===== src/rtl/uart_rom_loader.sv =====
// uart_rom_loader
//   Parses a framed boot image arriving byte-by-byte from the UART receiver
//   and writes 16-bit Hack instruction words into instruction memory.
//   The Hack CPU is held in reset while a frame is being loaded. It stays
//   held if the load fails.
//
//   Frame: SYNC, LEN_HI, LEN_LO, LEN x (HI, LO), CHK
//   CHK = 8-bit sum of LEN_HI, LEN_LO and all data bytes (SYNC excluded).
//
// Ports:
//   i_CLK        system clock
//   i_RESET_n    asynchronous active-low reset
//   i_RX_DV      one-clock byte-valid pulse from the UART receiver
//   i_Rx_Data    received byte, valid while i_RX_DV=1
//   o_ROM_WE     one-clock ROM write strobe
//   o_ROM_Addr   ROM write address
//   o_ROM_Data   ROM write data
//   o_CPU_Hold   1 = hold the CPU in reset
//   o_Busy       frame in progress
//   o_Done       last frame loaded with a good checksum (sticky)
//   o_Error      last frame failed (sticky)

module uart_rom_loader #(
  parameter int unsigned ADDR_WIDTH     = 15,
  parameter logic [7:0]  SYNC_BYTE      = 8'h55,
  parameter int unsigned TIMEOUT_CYCLES = 5_000_000
) (
  input  logic                  i_CLK,
  input  logic                  i_RESET_n,
  input  logic                  i_RX_DV,
  input  logic [7:0]            i_Rx_Data,
  output logic                  o_ROM_WE,
  output logic [ADDR_WIDTH-1:0] o_ROM_Addr,
  output logic [15:0]           o_ROM_Data,
  output logic                  o_CPU_Hold,
  output logic                  o_Busy,
  output logic                  o_Done,
  output logic                  o_Error
);

  localparam int unsigned TO_WIDTH = $clog2(TIMEOUT_CYCLES);
  localparam logic [TO_WIDTH-1:0] TO_LIMIT = TO_WIDTH'(TIMEOUT_CYCLES - 1);
  localparam logic [16:0] DEPTH = 17'(2 ** ADDR_WIDTH);

  typedef enum logic [2:0] {
    S_IDLE,
    S_LEN_HI,
    S_LEN_LO,
    S_DATA_HI,
    S_DATA_LO,
    S_CHECK
  } state_t;

  state_t                state, state_next;
  logic [15:0]           len, len_next;
  logic [16:0]           word_cnt, word_cnt_next;
  logic [ADDR_WIDTH-1:0] addr, addr_next;
  logic [7:0]            data_hi, data_hi_next;
  logic [7:0]            checksum, checksum_next;
  logic [TO_WIDTH-1:0]   to_cnt, to_cnt_next;
  logic                  rom_we_next;
  logic [ADDR_WIDTH-1:0] rom_addr_next;
  logic [15:0]           rom_data_next;
  logic                  hold_next, busy_next, done_next, error_next;
  logic                  abort;
  logic [15:0]           len_full;
  logic [16:0]           word_cnt_inc;

  always_ff @(posedge i_CLK or negedge i_RESET_n) begin
    if (!i_RESET_n) begin
      state      <= S_IDLE;
      len        <= '0;
      word_cnt   <= '0;
      addr       <= '0;
      data_hi    <= '0;
      checksum   <= '0;
      to_cnt     <= '0;
      o_ROM_WE   <= 1'b0;
      o_ROM_Addr <= '0;
      o_ROM_Data <= '0;
      o_CPU_Hold <= 1'b0;
      o_Busy     <= 1'b0;
      o_Done     <= 1'b0;
      o_Error    <= 1'b0;
    end else begin
      state      <= state_next;
      len        <= len_next;
      word_cnt   <= word_cnt_next;
      addr       <= addr_next;
      data_hi    <= data_hi_next;
      checksum   <= checksum_next;
      to_cnt     <= to_cnt_next;
      o_ROM_WE   <= rom_we_next;
      o_ROM_Addr <= rom_addr_next;
      o_ROM_Data <= rom_data_next;
      o_CPU_Hold <= hold_next;
      o_Busy     <= busy_next;
      o_Done     <= done_next;
      o_Error    <= error_next;
    end
  end

  always_comb begin
    state_next    = state;
    len_next      = len;
    word_cnt_next = word_cnt;
    addr_next     = addr;
    data_hi_next  = data_hi;
    checksum_next = checksum;
    to_cnt_next   = to_cnt;
    rom_we_next   = 1'b0;
    rom_addr_next = o_ROM_Addr;
    rom_data_next = o_ROM_Data;
    hold_next     = o_CPU_Hold;
    busy_next     = o_Busy;
    done_next     = o_Done;
    error_next    = o_Error;
    abort         = 1'b0;
    len_full      = {len[15:8], i_Rx_Data};
    word_cnt_inc  = word_cnt + 17'd1;

    if (state == S_IDLE) begin
      to_cnt_next = '0;
      if (i_RX_DV && (i_Rx_Data == SYNC_BYTE)) begin
        state_next    = S_LEN_HI;
        done_next     = 1'b0;
        error_next    = 1'b0;
        hold_next     = 1'b1;
        busy_next     = 1'b1;
        checksum_next = '0;
        addr_next     = '0;
        word_cnt_next = '0;
      end
    end else if (i_RX_DV) begin
      // An arriving byte always beats a timeout expiring on the same cycle.
      to_cnt_next = '0;
      case (state)
        S_LEN_HI: begin
          len_next      = {i_Rx_Data, len[7:0]};
          checksum_next = checksum + i_Rx_Data;
          state_next    = S_LEN_LO;
        end
        S_LEN_LO: begin
          len_next      = len_full;
          checksum_next = checksum + i_Rx_Data;
          // A length that would not fit in memory is rejected before any
          // write, so the address counter can never wrap.
          if ({1'b0, len_full} > DEPTH) begin
            abort = 1'b1;
          end else if (len_full == 16'd0) begin
            state_next = S_CHECK;
          end else begin
            state_next = S_DATA_HI;
          end
        end
        S_DATA_HI: begin
          data_hi_next  = i_Rx_Data;
          checksum_next = checksum + i_Rx_Data;
          state_next    = S_DATA_LO;
        end
        S_DATA_LO: begin
          checksum_next = checksum + i_Rx_Data;
          rom_we_next   = 1'b1;
          rom_addr_next = addr;
          rom_data_next = {data_hi, i_Rx_Data};
          addr_next     = addr + ADDR_WIDTH'(1);
          word_cnt_next = word_cnt_inc;
          if (word_cnt_inc == {1'b0, len}) begin
            state_next = S_CHECK;
          end else begin
            state_next = S_DATA_HI;
          end
        end
        S_CHECK: begin
          busy_next  = 1'b0;
          state_next = S_IDLE;
          if (i_Rx_Data == checksum) begin
            done_next = 1'b1;
            hold_next = 1'b0;
          end else begin
            error_next = 1'b1;
          end
        end
        default: state_next = S_IDLE;
      endcase
    end else if (to_cnt == TO_LIMIT) begin
      abort = 1'b1;
    end else begin
      to_cnt_next = to_cnt + TO_WIDTH'(1);
    end

    // A failed frame leaves the CPU held; partially written memory is kept.
    if (abort) begin
      error_next  = 1'b1;
      busy_next   = 1'b0;
      state_next  = S_IDLE;
      to_cnt_next = '0;
    end
  end

endmodule


===== config.mk =====
export PLATFORM = sky130hd
export DESIGN_NAME = uart_rom_loader
export DESIGN_NICKNAME = d
export VERILOG_FILES = /design/src/rtl/uart_rom_loader.sv
export SDC_FILE = /design/constraint.sdc
export NUM_CORES = 1
export LEC_CHECK = 0
export CAP_MARGIN = 20
export CORE_ASPECT_RATIO = 1.25
export CORE_MARGIN = 3
export CORE_UTILIZATION = 41
export CTS_BUF_LIST = sky130_fd_sc_hd__clkbuf_4 sky130_fd_sc_hd__clkbuf_8
export DETAILED_ROUTE_END_ITERATION = 8
export MAX_ROUTING_LAYER = met4
export PLACE_DENSITY_LB_ADDON = 0.2
export SYNTH_ARGS = -nofsm -noshare
export SYNTH_HDL_FRONTEND = slang
export SYNTH_SLANG_ARGS = --single-unit

===== constraint.sdc =====
create_clock -name i_CLK -period 2.9 [get_ports i_CLK]
set_clock_uncertainty 0.1 [all_clocks]
set_input_delay 0.29 -clock i_CLK [delete_from_list [all_inputs] [get_ports i_CLK]]
set_output_delay 0.29 -clock i_CLK [all_outputs]
set_load 0.01 [all_outputs]

==> run summary, run 1 <==
Status: complete, no violations
First drt pass iteration count: 5
Synth area leaders: dfrtp_1 (48%), nand2_1 (7.3%), mux2_2 (4.5%)
Pleak: 3.37 nW
Worst-path clk slew: 70 ps
Worst Path Class, Setup: flop to flop
CTS tree: done
Cts repair resizes: 0
Avg Inst Size Synth: 9.56 µm²
Total negative slack: 0 ps
GPL Wtd Cong: 0.879
Pin count of the biggest net entering global routing: 60
Synth-to-Final Area Change: 18.5%
Arrival @ worst endpoint: 2740 ps
Cell Chain, Critical Path: ha_1 -> nand3_4 -> or2_1 -> or4_1 -> a211oi_1 -> and4bb_1 -> o22ai_1
Die Width: 119 µm
Internal reg-to-reg setup slack: 350 ps
GRT overflow: 0
Synth unique cells: 67
HP Class: input pin to async pin
Clk root buf: clkbuf_8
Yosys top cell by area: dfrtp_1
CP Max Fanout: 8
Synth Net Count: 704
PwrDens: 784 mW/mm²
Cells after DPL: 924
Layout cells sized above 1: 13.6%
Count of non-filler cells in the finished layout: 957
Die area: 0.0175 mm²
Design area: 0.00772 mm²
Net count, final: 758
Commonest non-fill, non-tap cell in the layout: nand2_1
Synth top area share: 48.4%
Sequential area share after synthesis: 48.4%
R2R cell count: 7
CP required: 3090 ps
DRT iter0 DRCs: 267
Final-report hold violation count: 0
DR vias: 5093
Crit path time final: 2550 ps
Ys async rst share: 100%
Cells after Synth: 682
Worst slew pin tran: 636 ps
Commonest non-fill, non-tap cells in the layout: nand2_1 (127), dfrtp_1 (126), nor2_1 (62)
Vias in the first global route: 5099
Slew HR: 57.6%
Pins Over Slew Limit: 0
Hpwl dp: 10.7 mm
Die Y: 147 µm
Initial antenna violation count: 0
Antenna Cells: 0
Clk_lat worst skew: 440 ps
Drc violations: 0
Fmax: 0.392 GHz
First-pass GRT wire length: 25.5 mm
Routed vias/inst: 5.32
Peak supply drop: 0.442 mV
Buffer depth of the longest clock path: 2
Htree depth: 4
Max incr delay on CP: 500 ps
Synth Flop Type: dfrtp_1
Warnings from Yosys: 0
Max-cap viol count: 0
Fillcell total: 1475
Rows: 50
Total Routing Usage GR: 18.6%
Unrepaired setup endpoints after global routing: false
Routed len/inst: 15.7 µm
Final Cycle Share: 88.0%
Post-synth EDFFs: 0
WL final: 15.0 mm
DP Area: 0.00725 mm²
RR Startpoint: word_cnt[0]
Initial Util: 42.7%
CP endpoint kind: flop
Critical path's slowest cell: or4_1
Worst Setup Start Kind: flop
IO Count: 47
Clk sinks: 126
Core ar.: 0.0153 mm²
RR Endpoint: state[1]
DRT antenna net count: 0
Post-synthesis cell area: 0.00652 mm²
Post-synthesis register bit count: 126
IO Port Bufs: 46
Setup violators final: 0
CTS Buf Count: 17
[cell usage after synthesis (3+ instances only)]
| cell type | instances |
|---|---|
| nand2_1 | 127 |
| dfrtp_1 | 126 |
| nor2_1 | 62 |
| o21ai_0 | 33 |
| xnor2_1 | 30 |
| mux2_2 | 26 |
| a21oi_1 | 20 |
| clkbuf_1 | 20 |
| nand3_1 | 20 |
| xor2_1 | 20 |
| inv_1 | 15 |
| nor3_1 | 13 |
| nor4_1 | 12 |
| ha_1 | 10 |
| nand4_1 | 10 |
| and3_1 | 9 |
| buf_4 | 8 |
| and4_1 | 7 |
| buf_2 | 7 |
| or3_1 | 7 |
| o21a_1 | 6 |
| o41ai_1 | 6 |
| nor2b_1 | 5 |
| o21ai_1 | 5 |
| o22ai_1 | 5 |
| and2_1 | 4 |
| nand2b_1 | 4 |
| nor4b_1 | 4 |
| a211oi_1 | 3 |
| a22o_1 | 3 |
| nand3_2 | 3 |
| o2111ai_1 | 3 |
| o21bai_1 | 3 |
| o31ai_1 | 3 |
[what timing repair did]
item                                   in CTS  in global routing
hold buffers                                1                  0
setup buffers                               0                  0
endpoints found under the hold margin      73                  0
[worst max-delay path: cells and delay by family, from the launching register on]
kind / cells / cell delay [ps]
compound gates: 2 / 340
simple gates: 4 / 1140
flops: 1 / 440
fa+ha+maj: 1 / 390
[cell type report]
cell class	instances	area, µm²	area share [%]
well taps	208	260	3.37
inverters	16	61.3	0.794
clock buffers	20	256	3.32
flip-flops and latches	126	3150	40.8
multi-input cells	504	3120	40.4
clock inverters	12	209	2.71
repair buffers	71	661	8.55
[how the worst max path moves through the flow]
stage / start / to / slack, ps
after detailed placement: i_Rx_Data[3] / o_CPU_Hold / 60
after floorplan: word_cnt[0] / state[1] / 660
after CTS: word_cnt[0] / state[1] / 330
after global routing: word_cnt[0] / state[1] / 200
after global placement: i_Rx_Data[3] / o_CPU_Hold / 90
final: word_cnt[0] / state[1] / 350
[stage by stage]
stage                     power (mW)  hold slack (ps)  utilization (%)  setup slack, ps
after floorplan                 3.68             -106                -              656
after global placement          4.26              107             47.5             90.4
after detailed placement        4.33              107             47.5             55.0
after CTS                       6.13              173             50.6              328
after global routing            6.45              199             50.6              203
final                           6.05              190             50.6              349
[where the power goes]
part	switching, mW	internal (mW)	total [mW]
clock	0.715	1.06	1.78
sequential	0.351	2.15	2.50
combinational	0.885	0.894	1.78
[routing by layer]
metal	GRT usage [%]	up-vias	share of wire, %
met3	2.96	28	3.0
met2	30.3	81	50
met4	7.59	0	2.5
li1	-	2483	-
met1	23.2	2501	45
met5	-	-	0
[state kept, by name, summed over array words and instances, names as in the netlist, 8 cells and up]
| name | flops |
|---|---|
| data_hi | 8 |
| o_ROM_Addr | 15 |
| word_cnt | 17 |
| len | 16 |
| checksum | 8 |
| to_cnt | 23 |
| addr | 15 |
| o_ROM_Data | 16 |
[logic make-up (layout without fill, tap and decap cells)]
group / count (synthesis) / count (layout) / share of synthesized area [%]
simple gates: 309 / 309 / 23.7
flops: 126 / 126 / 48.4
compound gates: 108 / 108 / 10.8
buf+inv: 52 / 119 / 3.72
xor+xnor: 50 / 50 / 6.72
mux: 26 / 26 / 4.49
fa+ha+maj: 11 / 11 / 2.23
(Power assumes the default switching activity.)
==> run 2, diff against run 1 <==
ABC_AREA = 0   (was not set)
==> results of run 2 <==
Final layout, timing and power as in run 1 (identical DEF).
